File: config.mk
export PLATFORM = sky130hd
export DESIGN_NAME = cpsr_flag_unit
export DESIGN_NICKNAME = d
export VERILOG_FILES = /design/src/rtl/cpsr_flag_unit_pkg.sv /design/src/rtl/cpsr_flag_unit_flag_calc.sv /design/src/rtl/cpsr_flag_unit.sv
export SDC_FILE = /design/constraint.sdc
export NUM_CORES = 1
export LEC_CHECK = 0
export ABC_AREA = 0
export BUFFER_PORTS_ARGS = -buffer_cell sky130_fd_sc_hd__buf_2
export CAP_MARGIN = 15
export CELL_PAD_IN_SITES_DETAIL_PLACEMENT = 1
export CELL_PAD_IN_SITES_GLOBAL_PLACEMENT = 2
export CORE_MARGIN = 2
export CORE_UTILIZATION = 13
export DETAILED_ROUTE_END_ITERATION = 10
export HOLD_SLACK_MARGIN = 0.06
export PLACE_DENSITY = 0.87
export SETUP_SLACK_MARGIN = 0.05
export SYNTH_ARGS = -nofsm -noshare
export SYNTH_HDL_FRONTEND = slang
export SYNTH_HIERARCHICAL = 1
export SYNTH_SLANG_ARGS = --single-unit
File: constraint.sdc
create_clock -name clk_i -period 2.45 [get_ports clk_i]
set_input_delay 0.3675 -clock clk_i [delete_from_list [all_inputs] [get_ports clk_i]]
set_output_delay 0.3675 -clock clk_i [all_outputs]
set_load 0.02 [all_outputs]
File: src/rtl/cpsr_flag_unit_pkg.sv
// Shared CPSR field positions, mode encodings and MSR mask bits for cpsr_flag_unit
// and any later flag-producing unit.
package cpsr_flag_unit_pkg;

  localparam int N_BIT = 31;
  localparam int Z_BIT = 30;
  localparam int C_BIT = 29;
  localparam int V_BIT = 28;

  localparam int MODE_HI = 4;
  localparam int MODE_LO = 0;
  localparam logic [4:0] MODE_USR = 5'b10000;

  localparam int MSR_F_BIT = 3;
  localparam int MSR_S_BIT = 2;
  localparam int MSR_X_BIT = 1;
  localparam int MSR_C_BIT = 0;

  localparam logic [31:0] RESET_CPSR_DEFAULT = 32'h0000_00D3;

  typedef logic [3:0] nzcv_t;

  function automatic logic is_usr_mode(input logic [31:0] cpsr);
    return cpsr[MODE_HI:MODE_LO] == MODE_USR;
  endfunction

endpackage

File: src/rtl/cpsr_flag_unit_flag_calc.sv
// Combinational N/Z/C/V generation from an ALU result; V is kept for logical ops.
module flag_calc
  import cpsr_flag_unit_pkg::*;
(
  input  logic [31:0] result_i,
  input  logic        carry_i,
  input  logic        overflow_i,
  input  logic        logical_i,
  input  logic        old_v_i,
  output nzcv_t       nzcv_o
);

  assign nzcv_o = {result_i[31],
                   (result_i == 32'h0),
                   carry_i,
                   logical_i ? old_v_i : overflow_i};

endmodule

File: src/rtl/cpsr_flag_unit.sv
// Architectural CPSR owner plus in-flight flag-setter tracking for decode stalls.
// Optional MSR write path is enabled by defining CPSR_MSR_EN.
module cpsr_flag_unit
  import cpsr_flag_unit_pkg::*;
#(
  parameter logic [31:0] RESET_CPSR   = RESET_CPSR_DEFAULT,
  parameter int unsigned MAX_INFLIGHT = 3
) (
  input  logic        clk_i,
  input  logic        reset_i,
  input  logic        issue_i,
  input  logic        wb_valid_i,
  input  logic        wb_kill_i,
  input  logic [31:0] alu_result_i,
  input  logic        alu_carry_i,
  input  logic        alu_overflow_i,
  input  logic        logical_i,
  input  logic        flush_i,
  input  logic        msr_valid_i,
  input  logic [3:0]  msr_mask_i,
  input  logic [31:0] msr_data_i,
  output logic [31:0] cpsr_o,
  output logic        flags_busy_o,
  output logic        stall_issue_o,
  output logic        proto_err_o
);

  localparam logic [2:0] MAX_CNT = 3'(MAX_INFLIGHT);

  logic [2:0]  cnt_q, cnt_d;
  logic [31:0] cpsr_q, cpsr_d;
  logic        err_q, err_d;
  logic        retire;
  logic        dual_retire;
  logic        flag_upd;
  nzcv_t       nzcv;

  assign retire      = wb_valid_i | wb_kill_i;
  assign dual_retire = wb_valid_i & wb_kill_i;
  assign flag_upd    = wb_valid_i & ~wb_kill_i;

  flag_calc u_flag_calc (
    .result_i   (alu_result_i),
    .carry_i    (alu_carry_i),
    .overflow_i (alu_overflow_i),
    .logical_i  (logical_i),
    .old_v_i    (cpsr_q[V_BIT]),
    .nzcv_o     (nzcv)
  );

  // Issue and retire in the same cycle cancel, so neither bound is checked then.
  always_comb begin
    cnt_d = cnt_q;
    err_d = err_q | dual_retire;
    if (flush_i) begin
      cnt_d = 3'd0;
    end else if (issue_i && !retire) begin
      if (cnt_q == MAX_CNT) err_d = 1'b1;
      else                  cnt_d = cnt_q + 3'd1;
    end else if (!issue_i && retire) begin
      if (cnt_q == 3'd0) err_d = 1'b1;
      else               cnt_d = cnt_q - 3'd1;
    end
  end

  always_comb begin
    cpsr_d = cpsr_q;
    if (flag_upd) cpsr_d[N_BIT:V_BIT] = nzcv;
`ifdef CPSR_MSR_EN
    // MSR f-field is applied last so it overrides a same-cycle flag update.
    if (msr_valid_i) begin
      if (msr_mask_i[MSR_F_BIT]) cpsr_d[31:24] = msr_data_i[31:24];
      if (msr_mask_i[MSR_C_BIT] && !is_usr_mode(cpsr_q)) cpsr_d[7:0] = msr_data_i[7:0];
    end
`else
    cpsr_d[7:0] = RESET_CPSR[7:0];
`endif
  end

`ifdef CPSR_MSR_EN
  logic msr_unused;
  assign msr_unused = ^{msr_mask_i[MSR_S_BIT], msr_mask_i[MSR_X_BIT], msr_data_i[23:8]};
`else
  logic msr_unused;
  assign msr_unused = ^{msr_valid_i, msr_mask_i, msr_data_i};
`endif

  always_ff @(posedge clk_i) begin
    if (reset_i) begin
      cnt_q  <= 3'd0;
      cpsr_q <= RESET_CPSR;
      err_q  <= 1'b0;
    end else begin
      cnt_q  <= cnt_d;
      cpsr_q <= cpsr_d;
      err_q  <= err_d;
    end
  end

  assign cpsr_o        = cpsr_q;
  assign flags_busy_o  = (cnt_q != 3'd0);
  assign stall_issue_o = (cnt_q == MAX_CNT);
  assign proto_err_o   = err_q;

endmodule
# ---- Word-level counts from Yosys, hierarchy flattened
# Cells that the tools add are included.
dict set report word_totals {
  reg_bits 16
  inputBits 78
  out_inout_bits 35
  wordCells 36
}
dict set report op_classes {
  addsub 2
  eq_ne 3
  mux 9
  bitwise_logic 6
  n_reduce_logical 11
}
# op count
set ops {}
lappend ops {{32-bit logical NOT} 1}
lappend ops {{3-bit 2-to-1 mux} 4}
lappend ops {{1-bit 2-to-1 mux} 5}
lappend ops {{2-bit != test, second input constant} 2}
lappend ops {{3-bit by 1-bit adder with 3-bit output, second input constant} 1}
lappend ops {{3-bit by 2-bit == test with 1-bit output, second input constant} 1}
lappend ops {{3-bit logical NOT} 1}
lappend ops {{3-bit AND reduction} 1}
lappend ops {{3-bit nonzero test} 1}
lappend ops {{3-bit by 1-bit subtractor with 3-bit output, second input constant} 1}
lappend ops {{1-bit AND} 2}
lappend ops {{1-bit logical AND} 2}
lappend ops {{1-bit logical NOT} 2}
lappend ops {{1-bit NOT} 2}
lappend ops {{1-bit OR} 2}
lappend ops {{2-bit AND reduction} 1}
lappend ops {{2-bit nonzero test} 1}
lappend ops {{2-bit OR reduction} 1}

# ---- Logic depth before layout (Yosys ltp)
dict set report depth {
  depth_word 6
  mapped_depth 8
  depth_no_buf 8
}

# ---- Modules after synthesis
# Netlist, hierarchy kept.
# mod instances cells_per_inst area_per_inst_um2 seq_area_each_um2
set by_module_without_submodules {}
lappend by_module_without_submodules {cpsr_flag_unit 1 84 693.2 160.2}
lappend by_module_without_submodules {flag_calc 1 14 98.8 0.0}

# ---- Worst setup path after synthesis
# Ideal clock, no wire load.
dict set report synth_path {
  path_type {input-to-reg}
  from {input port wb_valid_i}
  to {register cnt_q[1]}
  setup_time_ps 66
  arrival_time_ps 1953
  required_time_ps 2384
  path_slack_ps 431
  stages 8
  n_path_buf 0
  cell_sequence {or2_1 -> inv_1 -> ha_1 -> inv_1 -> fa_1 -> nor3_1 -> a2111o_1 -> a21oi_2}
}
dict set report synth_between {
  elab_chain_len 5
  word_cells_on_any_way 9
  classes_between {eq/ne: 2; mux: 1; bitwise: 1; reduce/logical: 5}
}
# element line_no
set synth_rtl {}
lappend synth_rtl {{from (decl)} cpsr_flag_unit.sv:12} ;# input logic wb_valid_i,
lappend synth_rtl {{1-bit OR *} cpsr_flag_unit.sv:38} ;# assign retire = wb_valid_i | wb_kill_i;
lappend synth_rtl {{1-bit logical NOT} cpsr_flag_unit.sv:57} ;# end else if (issue_i && !retire) begin
lappend synth_rtl {{1-bit logical AND} cpsr_flag_unit.sv:57}
lappend synth_rtl {{2-bit != test (no source line) or 2-bit nonzero test (tied branches)} -}
lappend synth_rtl {{3-bit AND reduction (no source line)} -}
lappend synth_rtl {{to (signal assigned)} cpsr_flag_unit.sv:94} ;# cnt_q <= cnt_d;
lappend synth_rtl {{to (decl)} cpsr_flag_unit.sv:30} ;# logic [2:0] cnt_q, cnt_d;
# Every way passes the cells marked *; elsewhere a longest branch is shown, timed or not.
# A chain may end at the register's enable or synchronous reset.

# ---- Final worst setup path
# Ends and elaborated chain as after synthesis.

==> flow_metrics.py <==
metrics = {
    "run_status": {
        "run_status": "completed",
    },
    "detailed_routing": {
        "first_pass_iters": 4,
        "drtIter0Drc": 10,
        "wire_per_inst_um": 9.207,
        "wl_um": 1998,
        "dr_total_vias": 749,
        "ant_nets": 0,
        "drcViolationCount": 0,
        "vias_per_cell": 3.452,
    },
    "setup_path": {
        "worstRegToRegCells": 4,
        "start_kind": "input pin",
        "ff2ff_setup_slack_ns": 0.88,
        "crit_path_start": "wb_valid_i",
        "required_ns": 2.62,
        "crit_end": "cnt_q[1]",
        "arrival_ns": 2.20,
        "endpoint_kind": "flip-flop",
        "critical_path_class": "in -> reg",
        "critPathMaxFanout": 6,
        "r2r_end": "cnt_q[1]",
        "r2r-start": "cnt_q[0]",
    },
    "layout": {
        "n_antenna_cell": 0,
        "ff_latch_area_um2": 160.2,
        "area_delta_synth_final_pct": 28.59,
        "nets": 225,
        "fillers": 731,
        "drive_above_1_share_pct": 38.03,
        "multi_input_area_um2": 473.0,
    },
    "timing": {
        "slew_headroom_pct": 66.79,
        "holdWs_ns": 0.3981,
        "skew_ns": 0.0004627,
        "fmax_mhz": 492.1,
        "hold_viol_final": 0,
        "fin_crit_ns": 2.032,
        "drv_slew": 0,
        "tightest_slew_ns": 0.4971,
        "rsz0062_at_grt": "false",
        "setup_viol": 0,
        "period_share_pct": 82.95,
        "tns_ns": 0,
    },
    "clocking": {
        "cts.sinks": 8,
        "cts_setup_buffers": 0,
        "cts-resized-gates": 0,
        "insertion_delay_ns": 0.23,
        "ctsRootBufferMaster": "clkbuf_8",
        "clk_pin_slew_ns": 0.04,
        "cts_tree": "yes",
        "htreeDepth": 1,
        "cts_buffer_depth": 2,
        "cts_hold_buf": 0,
        "cts_buffers": 3,
    },
    "global_route": {
        "antenna_found_initial": 0,
        "grt_max_degree": 10,
        "grt-ovfl-total": 0,
        "grt_pass1_wl_um": 2718,
        "grt_pass1_vias": 649,
        "grt_usage_pct": 5.312,
    },
    "floorplanning": {
        "rows": 28,
        "initial_core_util_pct": 13.38,
        "die_area_um2": 6733,
        "chipHeight_um": 82.06,
        "die_x_um": 82.06,
        "core-area_um2": 5921,
        "ios": 113,
    },
    "yosys": {
        "synth_area_leaders": "buf_4 28%, dfxtp_1 20%, nor4_1 6.3%, mux2i_1 5.1%, nor2_1 3.3%",
        "synthArstFlopShare_pct": 0,
        "synthDistinctLibCells": 32,
        "syn-cell-area_um2": 792.0,
        "ys_seq_area_share_pct": 20.22,
        "synth_warnings": 6,
        "synth-edff-count": 0,
        "synth_most_common_cell": "buf_4",
        "syn_inst": 98,
        "synthDominantCellAreaShare_pct": 28.44,
        "ys_ff_latch": 8,
        "synth.avg_cell_area_um2": 8.082,
        "yosys-top-cells-count": "30 x buf_4, 8 x dfxtp_1, 8 x nor4_1, 7 x nor2_1",
        "synth_top_flop_cell": "dfxtp_1",
        "synth_area_leader_cell": "buf_4",
    },
    "run": {
        "maxCapViolCount": 0,
    },
    "place": {
        "gp_congestion": 0.6477,
        "dp_hpwl_um": 1795,
        "portBuffers": 47,
    },
    "power_and_ir_drop": {
        "vdd_drop_max_uv": 97.41,
        "total_power_mw": 0.4180,
        "p_leak_nw": 0.5066,
        "powerDensity_nw_per_um2": 410.4,
    },
    "hold_path": {
        "hp-class": "in -> reg",
    },
}
[report_power, final]
part           internal [mW]  leakage (nW)  total (mW)  switching, mW
Combinational         0.0428         0.420       0.120         0.0773
Clock                  0.107        0.0216       0.159         0.0525
Sequential             0.136        0.0651       0.139        0.00341
[cell usage in the layout (no fill, tap or decap), drive strengths merged, types with 3 or more instances in the layout]
master  instances
a21oi           3
buf            47
clkbuf          3
conb           28
dfxtp           8
inv             4
mux2i           4
nor2            7
nor4            9
[kinds of logic after synthesis]
group                      share of synthesized area, %
and+or+nand+nor                                   24.49
adders and majority gates                         5.687
muxes                                             6.477
other                                            0.9482
DFF                                               20.22
buffers and inverters                             32.38
AOI/OAI and AO/OA                                 9.795
[through the flow]
step | cells | area [um2] | utilization (%) | setup slack [ns]
2_1_floorplan | 124 | 889.6 | - | 0.4313
3_3_place_gp | 214 | 977.2 | 16.50 | 0.2051
3_5_place_dp | 214 | 977.2 | 16.50 | 0.1844
4_1_cts | 217 | 1018 | 17.20 | 0.4115
5_1_grt | 217 | 1018 | 17.20 | 0.3097
6_report | 217 | 1018 | 17.20 | 0.4177
[layer usage]
metal  part of all wire, %  global-route usage [%]
met4                     0                   1.500
met3                    12                   2.418
met1                    37                   6.029
met5                     0                       0
met2                    51                   8.943
[worst min path at each step]
stage	start	to	slack, ns	depth (start not counted)
global placement	cpsr_o[31]	cpsr_o[31]	0.47	2
CTS	alu_result_i[31]	cpsr_o[31]	0.40	3
floorplan	cnt_q[2]	cnt_q[2]	0.50	2
detailed placement	cpsr_o[30]	cpsr_o[30]	0.49	2
finish	alu_carry_i	cpsr_o[29]	0.40	3
global route	alu_carry_i	cpsr_o[29]	0.43	3
[critical path, stage by stage]
cell and delay [ns]:
buf_2 0.11, or2_1 0.24, inv_1 0.06, ha_1 0.25, inv_1 0.10, fa_1 0.52
nor3_1 0.06, a2111o_1 0.39, a21oi_2 0.10
[flip-flops by register name, indices dropped and copies added (netlist names)]
name,flops
proto_err_o,1
cpsr_o,4
cnt_q,3
[area by class of cell]
class | count | area share, %
flip-flops and latches | 8 | 15.72
inverters | 4 | 1.474
multi-input cells | 80 | 46.44
repair buffers | 47 | 23.10
clock buffers | 3 | 4.054
well taps | 75 | 9.214
Note: power is estimated with default switching activity, not from simulation.
